`src/rtl/immediate_generator_if.sv`:
```
// Bundle of the decode-stage immediate generator signals.
// master drives the instruction side; slave is the generator itself.
interface immediate_generator_if;
    logic        in_valid;
    logic [31:0] instruction;
    logic [2:0]  imm_type;
    logic [31:0] immediate;
    logic [31:0] immediate_q;
    logic        imm_valid_q;
    logic        imm_type_err;

    modport master (
        output in_valid,
        output instruction,
        output imm_type,
        input  immediate,
        input  immediate_q,
        input  imm_valid_q,
        input  imm_type_err
    );

    modport slave (
        input  in_valid,
        input  instruction,
        input  imm_type,
        output immediate,
        output immediate_q,
        output imm_valid_q,
        output imm_type_err
    );
endinterface

```
`src/rtl/immediate_generator.sv`:
```
// RV32I immediate generator: combinational I/S/B/U/J extraction plus a registered copy.
// Optional macro IMMGEN_TYPE_ERR_EN enables the illegal-format flag imm_type_err.
module immediate_generator (
    input  logic                         clk,
    input  logic                         rst_n,
    immediate_generator_if.slave         bus
);
    localparam int DATA_W = 32;

    localparam logic [2:0] FMT_I = 3'b000;
    localparam logic [2:0] FMT_S = 3'b001;
    localparam logic [2:0] FMT_B = 3'b010;
    localparam logic [2:0] FMT_U = 3'b011;
    localparam logic [2:0] FMT_J = 3'b100;

    function automatic logic signed [DATA_W-1:0] imm_i(input logic [31:0] i);
        return {{20{i[31]}}, i[31:20]};
    endfunction

    function automatic logic signed [DATA_W-1:0] imm_s(input logic [31:0] i);
        return {{20{i[31]}}, i[31:25], i[11:7]};
    endfunction

    function automatic logic signed [DATA_W-1:0] imm_b(input logic [31:0] i);
        return {{19{i[31]}}, i[31], i[7], i[30:25], i[11:8], 1'b0};
    endfunction

    function automatic logic signed [DATA_W-1:0] imm_u(input logic [31:0] i);
        return {i[31:12], 12'h000};
    endfunction

    function automatic logic signed [DATA_W-1:0] imm_j(input logic [31:0] i);
        return {{11{i[31]}}, i[31], i[19:12], i[20], i[30:21], 1'b0};
    endfunction

    logic signed [DATA_W-1:0] w_immediate_p0;
    logic                     w_illegal_p0;
    logic signed [DATA_W-1:0] r_immediate_p1;
    logic                     r_vld_p1;

    // Stage p0: combinational decode, selected only by imm_type (opcode is ignored).
    always_comb begin
        w_immediate_p0 = '0;
        w_illegal_p0   = 1'b0;
        case (bus.imm_type)
            FMT_I:   w_immediate_p0 = imm_i(bus.instruction);
            FMT_S:   w_immediate_p0 = imm_s(bus.instruction);
            FMT_B:   w_immediate_p0 = imm_b(bus.instruction);
            FMT_U:   w_immediate_p0 = imm_u(bus.instruction);
            FMT_J:   w_immediate_p0 = imm_j(bus.instruction);
            default: w_illegal_p0   = 1'b1;
        endcase
    end

    // Stage p1: decode/execute register; data holds when no valid instruction arrives.
    always_ff @(posedge clk or negedge rst_n) begin
        if (!rst_n) begin
            r_vld_p1       <= 1'b0;
            r_immediate_p1 <= '0;
        end else begin
            r_vld_p1 <= bus.in_valid;
            if (bus.in_valid) begin
                r_immediate_p1 <= w_immediate_p0;
            end
        end
    end

    assign bus.immediate   = w_immediate_p0;
    assign bus.immediate_q = r_immediate_p1;
    assign bus.imm_valid_q = r_vld_p1;

`ifdef IMMGEN_TYPE_ERR_EN
    assign bus.imm_type_err = w_illegal_p0;
`else
    logic w_unused_illegal;
    assign w_unused_illegal = w_illegal_p0;
    assign bus.imm_type_err = 1'b0;
`endif

endmodule

```
`src/flat_wrapper.sv`:
```
// flat-port wrapper written by rule: the top's interface ports become plain ports
module immediate_generator_flat 
  (clk, rst_n, bus_in_valid, bus_instruction, bus_imm_type, bus_immediate, bus_immediate_q, bus_imm_valid_q, bus_imm_type_err);
  immediate_generator_if bus_i ();
  input  logic clk;
  input  logic rst_n;
  input wire logic [$bits(bus_i.in_valid)-1:0] bus_in_valid;
  input wire logic [$bits(bus_i.instruction)-1:0] bus_instruction;
  input wire logic [$bits(bus_i.imm_type)-1:0] bus_imm_type;
  output wire logic [$bits(bus_i.immediate)-1:0] bus_immediate;
  output wire logic [$bits(bus_i.immediate_q)-1:0] bus_immediate_q;
  output wire logic [$bits(bus_i.imm_valid_q)-1:0] bus_imm_valid_q;
  output wire logic [$bits(bus_i.imm_type_err)-1:0] bus_imm_type_err;
  assign bus_i.in_valid = bus_in_valid;
  assign bus_i.instruction = bus_instruction;
  assign bus_i.imm_type = bus_imm_type;
  assign bus_immediate = bus_i.immediate;
  assign bus_immediate_q = bus_i.immediate_q;
  assign bus_imm_valid_q = bus_i.imm_valid_q;
  assign bus_imm_type_err = bus_i.imm_type_err;
  immediate_generator u_core (.clk(clk), .rst_n(rst_n), .bus(bus_i));
endmodule
```
`config.mk`:
```
export PLATFORM = sky130hd
export DESIGN_NAME = immediate_generator_flat
export DESIGN_NICKNAME = d
export VERILOG_FILES = /design/src/rtl/immediate_generator_if.sv /design/src/rtl/immediate_generator.sv /design/src/flat_wrapper.sv
export SDC_FILE = /design/constraint.sdc
export NUM_CORES = 1
export LEC_CHECK = 0
export CAP_MARGIN = 40
export CORE_UTILIZATION = 39
export CTS_CLUSTER_SIZE = 12
export DETAILED_ROUTE_END_ITERATION = 8
export HOLD_SLACK_MARGIN = 0.15
export PLACE_DENSITY = 0.84
export SYNTH_ARGS = -nofsm -noshare
export SYNTH_HDL_FRONTEND = slang
export SYNTH_SLANG_ARGS = --single-unit
```
`constraint.sdc`:
```
create_clock -name clk -period 1.5 [get_ports clk]
set_input_delay 0.225 -clock clk [delete_from_list [all_inputs] [get_ports clk]]
set_output_delay 0.225 -clock clk [all_outputs]
set_load 0.005 [all_outputs]
```
==> results_tabular.tex <==
\begin{tabular}{lr}
\hline
Metric & Value \\
\hline
\multicolumn{2}{l}{\textbf{Place}} \\
\quad Setup WS pre-CTS & -0.6867 ns \\
\quad Number of buffer cells added on primary ports & 95 \\
\quad Global placement routability congestion & 0.8742 \\
\quad Placed Instances & 361 \\
\quad Final HPWL DP & 4308 um \\
\multicolumn{2}{l}{\textbf{Finish}} \\
\quad Relative area change from synthesis to final layout & 94.72\% \\
\quad Final Non-Filler Cells & 391 \\
\quad Proportion of layout cells with a drive suffix above 1 & 0.4248 \\
\quad Final \#Nets & 376 \\
\quad Antenna Diode Count & 0 \\
\multicolumn{2}{l}{\textbf{Synthesis}} \\
\quad Post-Synthesis Cells & 193 \\
\quad Post-synthesis instance area & about 0.0019 mm\^{}2 \\
\quad Post-synthesis sequential element count & 33 \\
\quad Syn Area/Cell & slightly below 10 um\^{}2 \\
\quad Unique masters post-synth & 27 \\
\quad Synth warnings & 0 \\
\quad Post-synth net total & 231 \\
\quad Sequential-to-total area share from yosys stat & 0.4415 \\
\multicolumn{2}{l}{\textbf{GRT}} \\
\quad Overall overflow remaining after global route & 0 \\
\quad GR Util met3 & 0.07173 \\
\quad GRT Max-Usage Layer & met2 \\
\quad Global-route wire length before repair & 11050 um \\
\quad Antenna violations before repair & 0 \\
\quad Number of global-route vias before repair & 2221 \\
\quad GR met1 Demand/Resource & 0.3194 \\
\quad Pin count of the biggest net entering global routing & 22 \\
\quad Total track usage & 0.2888 \\
\quad M2 GR Usage & 0.5312 \\
\multicolumn{2}{l}{\textbf{Critical path}} \\
\quad Setup CP Type & primary input to output pin \\
\quad Chain of cells forming the critical path & buf\_4, buf\_6, nor2b\_1, buf\_6, buf\_6, a31oi\_4, nand2\_1, buf\_2 \\
\quad Critical path arrival & 1.31 ns \\
\quad Data required time at the worst endpoint & around 1.3 ns \\
\quad Type of origin of the critical path & primary input \\
\quad Maximum cell stage delay along the critical path & 0.18 ns \\
\quad RR Startpoint & u\_core.bus.immediate\_q[31]\$\_DFFE\_PN0P\_ \\
\quad CP startpoint & bus\_imm\_type[0] \\
\quad Worst path most repeated cell & buf\_6 \\
\quad CP endpoint kind & output pin \\
\quad Reg2reg setup slack & approximately 0.74 ns \\
\quad Worst Path Max Fanout & 6 \\
\quad Slowest CP cell & a31oi\_4 \\
\multicolumn{2}{l}{\textbf{Floorplan}} \\
\quad Area of the core region & 0.004474 mm\^{}2 \\
\quad Width of the chip & approximately 71 um \\
\quad Die boundary height & 71.26 um \\
\quad Number of I/O pins & 104 \\
\quad Total Die Area & 0.005077 mm\^{}2 \\
\quad Effective utilization at floorplan & 0.4181 \\
\quad Number of placement rows & 24 \\
\multicolumn{2}{l}{\textbf{Route}} \\
\quad Wire length after detailed routing & 7397 um \\
\quad Post-route ant nets & 0 \\
\quad Overall via count from detail\_route & 2156 \\
\quad Detailed-route DRC error count & 6 \\
\quad Per-cell via count in the routed design & 5.514 \\
\quad Routed wirelength normalized by instance count & 18.92 um \\
\quad DRT Pass-1 Iters & 6 \\
\quad Iteration-0 DRC Markers & 109 \\
\multicolumn{2}{l}{\textbf{STA}} \\
\quad Top achievable clock speed & 652.5 MHz \\
\quad Min Tclk post-route & 1.533 ns \\
\quad Post-route clock skew & 0 ns \\
\quad Hold slack & between 0.2 and 0.3 ns \\
\quad Final Max Slew Viols & 0 \\
\quad Count of final hold-check violations & 0 \\
\quad Post-route fraction of the period consumed by the critical path & 1.022 \\
\quad Crit path setup slack, layout & -0.03267 ns \\
\quad Setup-violating endpoint count in the final report & 5 \\
\quad Unrepaired setup endpoints after global routing & yes \\
\multicolumn{2}{l}{\textbf{Clocking}} \\
\quad Later-pin clock latency in the skew report & 0.29 ns \\
\quad CTS tree & built \\
\quad Clk sink count & 33 \\
\quad Worst-path clk slew & approximately 0.07 ns \\
\quad H-tree depth & 2 \\
\quad Clock buffers created by TritonCTS & 5 \\
\quad CTS root buf & clkbuf\_8 \\
\quad Worst-case clock buffer depth & 2 \\
\multicolumn{2}{l}{\textbf{Hold path}} \\
\quad Startpoint of the tightest hold check path & bus\_in\_valid \\
\quad Path class of the lowest-slack min-delay path & primary input to flop \\
\multicolumn{2}{l}{\textbf{Job}} \\
\quad Total of max-cap violations & 0 \\
\multicolumn{2}{l}{\textbf{Power and ir drop}} \\
\quad Total power divided by cell area & a little under 800 mW/mm\^{}2 \\
\quad VDD IR-drop max & 0.0006392 V \\
\quad Sum of internal, switching and leakage power & roughly 0.0029 W \\
\quad Leakage power of the design & 1.638 nW \\
\multicolumn{2}{l}{\textbf{Run status}} \\
\quad Run status & complete, but fails checks \\
\quad Violated checks & design-rule violations, negative setup slack \\
\hline
\end{tabular}
==> critical path, delay by kind of cell <==
| family | cells | cell delay, ns |
|---|---|---|
| buffers and inverters | 5 | 0.68 |
| AOI/OAI and AO/OA | 1 | 0.18 |
| and+or+nand+nor | 2 | 0.22 |
==> synthesized netlist by cell type (all sizes together) <==
library cell	number	share of area
and2b	1	0.0040
a41oi	1	0.0047
nor3	1	0.0027
and3b	1	0.0047
inv	2	0.0040
and2	1	0.0033
dfrtp	33	0.44
mux2i	1	0.0054
nor2	24	0.048
nand2	35	0.070
nand3b	1	0.0040
mux2	8	0.048
nor2b	13	0.043
nand2b	1	0.0074
maj3	1	0.0060
nor3b	2	0.013
nand3	4	0.011
clkbuf	5	0.010
buf	12	0.047
conb	1	0.0020
o21ai	5	0.013
a31oi	40	0.21
==> cell type report <==
class	instances	area, um^2
Tap cell	52	65.06
Sequential cell	33	825.8
Clock buffer	7	86.33
Timing Repair Buffer	154	1386
Multi-Input combinational cell	142	1241
Inverter	2	7.507
Clock inverter	1	30.03
Fill cell	247	832.0
==> report_power, final <==
| part | switching (W) | internal (W) |
|---|---|---|
| Sequential | 0.0000514 | 0.000982 |
| Combinational | 0.000430 | 0.000552 |
| Clock | 0.000334 | 0.000542 |
| Total | 0.000816 | 0.00208 |
==> per-stage QoR <==
step,utilization,instance area (um^2),setup TNS [ns]
CTS,0.8084,3617,-0.05422
global placement,0.6941,3105,-23.76
detailed placement,0.6941,3105,-25.88
global route,0.8140,3642,-0.4153
finish,0.8140,3642,-0.08388
floorplan,-,1871,0
==> final timing paths <==
path | depth (start not counted) | to
worst min register to register | 1 | u_core.bus.immediate_q[5]$_DFFE_PN0P_
worst min-delay path | 1 | u_core.bus.imm_valid_q$_DFF_PN0_
worst max-delay path | 8 | bus_immediate[12]
max in group asynchronous | 3 | u_core.bus.immediate_q[10]$_DFFE_PN0P_
min in group asynchronous | 2 | u_core.bus.immediate_q[14]$_DFFE_PN0P_
worst max register to register | 1 | u_core.bus.immediate_q[31]$_DFFE_PN0P_
==> timing repair <==
action,in CTS,in global routing
setup buffers,18,4
hold buffers,1,0
endpoints found under the hold margin,16,0
pin swaps,10,7
gates cloned,2,0
resized for setup,141,31
setup endpoints to repair,32,29
==> logic make-up after synthesis <==
logic type,after synthesis,share of synthesized area
flops,33,0.4415
other cells,1,0.002005
buf+inv,19,0.06088
mux,9,0.05351
compound gates,46,0.2241
fa+ha+maj,1,0.006020
simple gates,84,0.2120
==> flip-flops by register name, summed over array words and instances (netlist names) <==
signal / count
u_core.bus.imm_valid_q: 1
u_core.bus.immediate_q: 32
==> metal layers <==
layer / share of wire / vias to the layer above
met5: 0 / -
met4: 0.031 / 0
met3: 0.052 / 24
met2: 0.54 / 100
met1: 0.38 / 1056
li1: - / 976
==> layout by cell type, fill, tap and decap left out, types with 3 or more instances in the layout <==
| cell type | instances |
|---|---|
| buf_4 | 40 |
| nor2b_2 | 7 |
| nand3_1 | 4 |
| dlygate4sd2_1 | 10 |
| clkbuf_8 | 6 |
| clkdlybuf4s50_1 | 55 |
| dfrtp_1 | 33 |
| mux2_2 | 8 |
| a31oi_1 | 16 |
| buf_12 | 6 |
| nor2b_4 | 3 |
| a31oi_4 | 23 |
| nor2_1 | 24 |
| buf_2 | 16 |
| buf_6 | 12 |
| nand2_1 | 33 |
| nor2b_1 | 3 |
| clkdlybuf4s15_1 | 5 |
| clkbuf_2 | 8 |
No activity file was read; power rests on OpenSTA's default activity.
